## src/rtl/control_unit.sv

```systemverilog
// Instruction-sequencing Moore FSM for the 8-bit CPU: fetch, decode, execute.
// Define CU_COND_BRANCH_EN to decode the conditional branches (opcodes 21-28).
module control_unit (
  input  logic       Clk,
  input  logic       Reset,
  input  logic [7:0] IR,
  input  logic [3:0] CCR_Result,
  output logic       IR_Load,
  output logic       MAR_Load,
  output logic       PC_Load,
  output logic       PC_Inc,
  output logic       A_Load,
  output logic       B_Load,
  output logic       CCR_Load,
  output logic [2:0] ALU_Sel,
  output logic [1:0] Bus1_Sel,
  output logic [1:0] Bus2_Sel,
  output logic       write
);

  // state | meaning
  // F0    | PC -> MAR
  // F1    | PC increment
  // F2    | memory -> IR
  // DEC   | decode IR (and CCR for conditional branches)
  // E0-E4 | execute steps; the path is held in op/use_b, latched in DEC
  typedef enum logic [3:0] {
    S_F0, S_F1, S_F2, S_DEC, S_E0, S_E1, S_E2, S_E3, S_E4
  } state_t;

  typedef enum logic [2:0] {
    OP_NOP, OP_LD_IMM, OP_LD_DIR, OP_ST_DIR, OP_ALU, OP_BRA, OP_BR_SKIP
  } op_t;

  state_t state, state_nxt;
  op_t    op, op_nxt, dec_op;
  logic   use_b, use_b_nxt, dec_b;

  always_ff @(posedge Clk) begin
    if (Reset) begin
      state <= S_F0;
      op    <= OP_NOP;
      use_b <= 1'b0;
    end else begin
      state <= state_nxt;
      op    <= op_nxt;
      use_b <= use_b_nxt;
    end
  end

`ifdef CU_COND_BRANCH_EN
  // Opcodes 21..28 pair up on one flag each (N,Z,V,C); odd opcodes branch on flag=1.
  logic [3:0] br_idx;
  logic       br_taken;
  always_comb begin
    br_idx   = IR[3:0] - 4'd1;
    br_taken = (CCR_Result[3 - br_idx[2:1]] == IR[0]);
  end
`else
  logic unused_ccr;
  assign unused_ccr = ^CCR_Result;
`endif

  always_comb begin
    dec_op = OP_NOP;
    dec_b  = 1'b0;
    case (IR)
      8'h86: dec_op = OP_LD_IMM;
      8'h88: begin dec_op = OP_LD_IMM; dec_b = 1'b1; end
      8'h87: dec_op = OP_LD_DIR;
      8'h89: begin dec_op = OP_LD_DIR; dec_b = 1'b1; end
      8'h96: dec_op = OP_ST_DIR;
      8'h97: begin dec_op = OP_ST_DIR; dec_b = 1'b1; end
      8'h42: dec_op = OP_ALU;
      8'h43: begin dec_op = OP_ALU; dec_b = 1'b1; end
      8'h20: dec_op = OP_BRA;
`ifdef CU_COND_BRANCH_EN
      8'h21, 8'h22, 8'h23, 8'h24,
      8'h25, 8'h26, 8'h27, 8'h28: dec_op = br_taken ? OP_BRA : OP_BR_SKIP;
`endif
      default: dec_op = OP_NOP;
    endcase
  end

  always_comb begin
    state_nxt = state;
    op_nxt    = op;
    use_b_nxt = use_b;
    case (state)
      S_F0: state_nxt = S_F1;
      S_F1: state_nxt = S_F2;
      S_F2: state_nxt = S_DEC;
      S_DEC: begin
        op_nxt    = dec_op;
        use_b_nxt = dec_b;
        state_nxt = (dec_op == OP_NOP) ? S_F0 : S_E0;
      end
      S_E0: state_nxt = (op == OP_ALU || op == OP_BR_SKIP) ? S_F0 : S_E1;
      S_E1: state_nxt = S_E2;
      S_E2: state_nxt = (op == OP_LD_IMM || op == OP_BRA) ? S_F0 : S_E3;
      S_E3: state_nxt = (op == OP_ST_DIR) ? S_F0 : S_E4;
      S_E4: state_nxt = S_F0;
      default: state_nxt = S_F0;
    endcase
  end

  always_comb begin
    IR_Load  = 1'b0;
    MAR_Load = 1'b0;
    PC_Load  = 1'b0;
    PC_Inc   = 1'b0;
    A_Load   = 1'b0;
    B_Load   = 1'b0;
    CCR_Load = 1'b0;
    ALU_Sel  = 3'b000;
    Bus1_Sel = 2'b00;
    Bus2_Sel = 2'b00;
    write    = 1'b0;
    // Reset gates every output so an aborted write or load never reaches data_path.
    if (!Reset) begin
      case (state)
        S_F0: begin Bus2_Sel = 2'b01; MAR_Load = 1'b1; end
        S_F1: PC_Inc = 1'b1;
        S_F2: begin Bus2_Sel = 2'b10; IR_Load = 1'b1; end
        S_E0: begin
          case (op)
            OP_ALU: begin
              Bus1_Sel = 2'b01;
              ALU_Sel  = use_b ? 3'b010 : 3'b000;
              A_Load   = 1'b1;
              CCR_Load = 1'b1;
            end
            OP_BR_SKIP: PC_Inc = 1'b1;
            OP_LD_IMM, OP_LD_DIR, OP_ST_DIR, OP_BRA: begin
              Bus2_Sel = 2'b01;
              MAR_Load = 1'b1;
            end
            default: ;
          endcase
        end
        S_E1: PC_Inc = (op != OP_BRA);
        S_E2: begin
          Bus2_Sel = 2'b10;
          case (op)
            OP_LD_IMM: begin A_Load = !use_b; B_Load = use_b; end
            OP_LD_DIR, OP_ST_DIR: MAR_Load = 1'b1;
            OP_BRA: PC_Load = 1'b1;
            default: ;
          endcase
        end
        S_E3: begin
          if (op == OP_ST_DIR) begin
            Bus1_Sel = use_b ? 2'b10 : 2'b01;
            write    = 1'b1;
          end
        end
        S_E4: begin
          Bus2_Sel = 2'b10;
          A_Load   = !use_b;
          B_Load   = use_b;
        end
        default: ;
      endcase
    end
  end

endmodule
```

## config.mk

```make
export PLATFORM = sky130hd
export DESIGN_NAME = control_unit
export DESIGN_NICKNAME = d
export VERILOG_FILES = /design/src/rtl/control_unit.sv
export SDC_FILE = /design/constraint.sdc
export NUM_CORES = 1
export LEC_CHECK = 0
export ABC_CLOCK_PERIOD_IN_PS = 1900
export BUFFER_PORTS_ARGS = -buffer_cell sky130_fd_sc_hd__buf_2
export CELL_PAD_IN_SITES_DETAIL_PLACEMENT = 1
export CELL_PAD_IN_SITES_GLOBAL_PLACEMENT = 1
export CORE_ASPECT_RATIO = 2
export CORE_MARGIN = 10
export CORE_UTILIZATION = 25
export CTS_BUF_LIST = sky130_fd_sc_hd__clkbuf_8
export DETAILED_ROUTE_END_ITERATION = 8
export PLACE_DENSITY_LB_ADDON = 0.1
export SYNTH_ARGS = -nofsm -noshare
export SYNTH_HDL_FRONTEND = slang
export SYNTH_SLANG_ARGS = --single-unit
```

## constraint.sdc

```tcl
create_clock -name Clk -period 1.9 [get_ports Clk]
set_input_delay 0.57 -clock Clk [delete_from_list [all_inputs] [get_ports Clk]]
set_output_delay 0.57 -clock Clk [all_outputs]
set_load 0.1 [all_outputs]
```

==> summary.md <==
| Metric | Value |
|---|---|
| Residual DRC | 0 |
| Final #Nets | 178 |
| TritonCTS clock tree | yes |
| Synth warn | 0 |
| Pwr dens | 401 nW/um^2 |
| Fin util | 59.1% |
| Fin crit period | 2.66 ns |
| PortBufs | 22 |
| Critical Path RT | 1.33 ns |
| Hold Violations, Final | 0 |
| Root Buffer | clkbuf_8 |
| Reg area | 166 um^2 |
| Critical Path Max Stage Delay | 0.55 ns |
| Startpoint class of the critical path | register |
| First-pass iteration count of the detailed router | 2 |
| Busiest grt layer | met2 |
| Tot Pwr | 690 uW |
| RSZ-0062 raised after global routing | yes |
| # Max-Cap Violations | 0 |
| Critical Path, Cell by Cell | or4b_4, or3_4, o31a_1, nor4_4, buf_12 |
| First-pass GRT wire length | 5.77 mm |
| GR Layer Usage met3 | 2.36% |
| Pre-CTS setup slack | -0.470 ns |
| Met2 Use GR | 24.2% |
| Avg WL per Cell | 19.8 um |
| Setup TNS | -5.59 ns |
| Aggregate global-route resource usage | 12.5% |
| Clock-pin slew on the worst setup and hold paths | 0.05 ns |
| Slew Limit Fails | 0 |
| Setup Crit Path Kind | reg2out |
| Clock power frac | 32.1% |
| Hold Crit Class | reg2reg |
| Detailed Route Iter0 Violations | 13 |
| Final Setup Violations | 13 |
| Logic pwr share | 41.1% |
| Largest net degree at the start of global routing | 13 |
| CP Data Arrival Time | 2.09 ns |
| Routed vias/inst | 5.45 |
| Register area share after synthesis | 21.5% |
| Dpl hpwl | 2.53 mm |
| Maximum level of the CTS H-tree | 1 |
| Num rows | 28 |
| Hold buffers post-CTS | 0 |
| CTS max path bufs | 2 |
| Min setup slack post-route | -0.759 ns |
| Post-route ant nets | 0 |
| Sink Count | 8 |
| Initial Utilization | 25.6% |
| Die span in x | 58.6 um |
| Number of buffers created by CTS | 3 |
| DRT Wirelength | 3.80 mm |
| Share of cells above drive strength 1 | 65.4% |
| Worst Max-Slew Pin Slew | 0.510 ns |
| Switching share of power | 37.2% |
| Inst Count DP | 171 |
| Synth cell types | 39 |
| Leakage Power | 0.659 nW |
| Non-filler cells in the finished layout | 192 |
| Initial antenna violation count | 0 |
| Die Y | 97.1 um |
| Top-level I/O count | 29 |
| Vias | 1047 |
| Slew headroom | 65.8% |
| Routability cong. | 0.778 |
| Fin crit share | 140% |
| Synth Cell Area | 743 um^2 |
| R2R setup slack | 0.28 ns |
| Area of the multi-input gates | 771 um^2 |
| Cells after Synth | 101 |
| F_max | 376 MHz |
| Max Clock Skew | 0.00806 ns |
| Worst vdd ir | 0.286 mV |
| Syn_area_per_cell | 7.36 um^2 |
| Critical path endpoint category | primary output |
| Slowest-stage cell, CP | or4b_4 |
| Ant. Diodes | 0 |
| Clock latency on the worst-skew pair | 0.24 ns |
| GRT overflow | 0 |
| Area growth, synth to finish | 131% |
| Status | complete, but fails checks |
| Core ar. | 2910 um^2 |
| Crit-path max FO | 3 |
| Filler Cell Count | 322 |
| Sequential group share of total power | 26.9% |
| Seq cells post-synth | 8 |
| Vias in the first global route | 1192 |
| M1 GR Usage | 11.5% |
| Failing checks | setup timing |
| Die area | 5690 um^2 |
| Internal Pwr Total | 433 uW |
| Sw Pwr | 257 uW |
-- power by group through the flow --
stage / clock network (mW) / registers [mW] / logic (mW)
after floorplan: 0 / 0.186 / 0.153
after global placement: 0 / 0.185 / 0.226
after detailed placement: 0 / 0.186 / 0.229
after CTS: 0.220 / 0.184 / 0.261
after global routing: 0.227 / 0.186 / 0.299
final: 0.221 / 0.185 / 0.283
-- cell families after synthesis --
group / share of synthesized area, %
AOI/OAI and AO/OA: 22.4
buffers and inverters: 7.41
DFF: 21.5
and+or+nand+nor: 48.1
other: 0.505
-- final timing paths --
| path | startpoint | endpoint | depth (start not counted) |
|---|---|---|---|
| min | use_b | use_b | 2 |
| max | op[0] | A_Load | 5 |
| min reg2reg | use_b | use_b | 2 |
| max reg2reg | op[0] | state[0] | 11 |
-- state kept, by name, indices dropped and copies added, names as in the netlist --
name and flops:
use_b 1, state 4, op 3
-- cells in the mapped netlist (all sizes together) --
cell type	count	share of area, %
dfxtp	8	22
nor2b	3	2.5
and3	1	0.84
or4b	2	3.2
or2b	1	1.2
buf	4	3.4
nand3b	1	1.0
nand2b	5	4.2
a21oi	5	3.4
conb	1	0.50
nor2	14	7.1
clkbuf	4	2.0
a311oi	4	4.7
nor4b	5	6.7
and3b	1	1.3
o31a	1	1.2
nand3	3	2.0
nor4	2	2.5
o31ai	2	2.0
nand4	1	0.84
inv	4	2.0
nand2	7	3.5
or3	2	2.4
nand4b	1	1.2
a21boi	2	2.0
or3b	1	1.2
nor3	4	3.4
o41a	1	1.5
nor3b	3	3.0
a31oi	2	1.7
a211oi	4	4.0
o21ai	2	1.9
-- layout by cell type, fill, tap and decap left out, types with 3 or more instances in the layout --
master    Yosys  routed
nor2_1       14       7
nor2_4        0       7
nand2b_1      5       3
a211oi_1      4       3
buf_6         0      14
a21oi_1       5       3
nor3_4        0       3
nor2b_4       0       3
nand2_1       7       7
inv_1         4       4
buf_12        0      13
buf_4         2      28
dfxtp_1       8       3
buf_2         2       9
clkbuf_8      0       3
dfxtp_2       0       5
-- per-stage QoR --
step / hold WS (ns) / cell area [um^2]
after floorplan: 0.486 / 920
after detailed placement: 0.603 / 1380
final: 0.619 / 1720
after global routing: 0.662 / 1720
after CTS: 0.613 / 1610
after global placement: 0.597 / 1380
-- final cells by class --
class                           instances  share of cell area [%]
Multi-Input combinational cell         82                    44.8
Sequential cell                         8                    9.68
Tap cell                               30                    2.18
Clock buffer                            3                    2.40
Timing Repair Buffer                   65                    40.0
Inverter                                4                   0.873
-- worst max-delay path, delay by kind of cell (launching register included) --
family | cells | cell delay, ns
simple gates | 3 | 1.17
compound gates | 1 | 0.15
flops | 1 | 0.31
buf+inv | 1 | 0.22
-- per-layer routing --
layer,share of wire (%),vias to the layer above
li1,-,498
met1,34,516
met2,61,24
met3,2.9,9
met4,2.1,0
met5,0,-
-- timing repair --
item                                    CTS  global route
buffers inserted                         10            15
pin swaps                                 7             9
endpoints found under the setup margin   13            17
gates cloned                              0             0
gates resized for setup                  29            16
(Power assumes the default switching activity.)
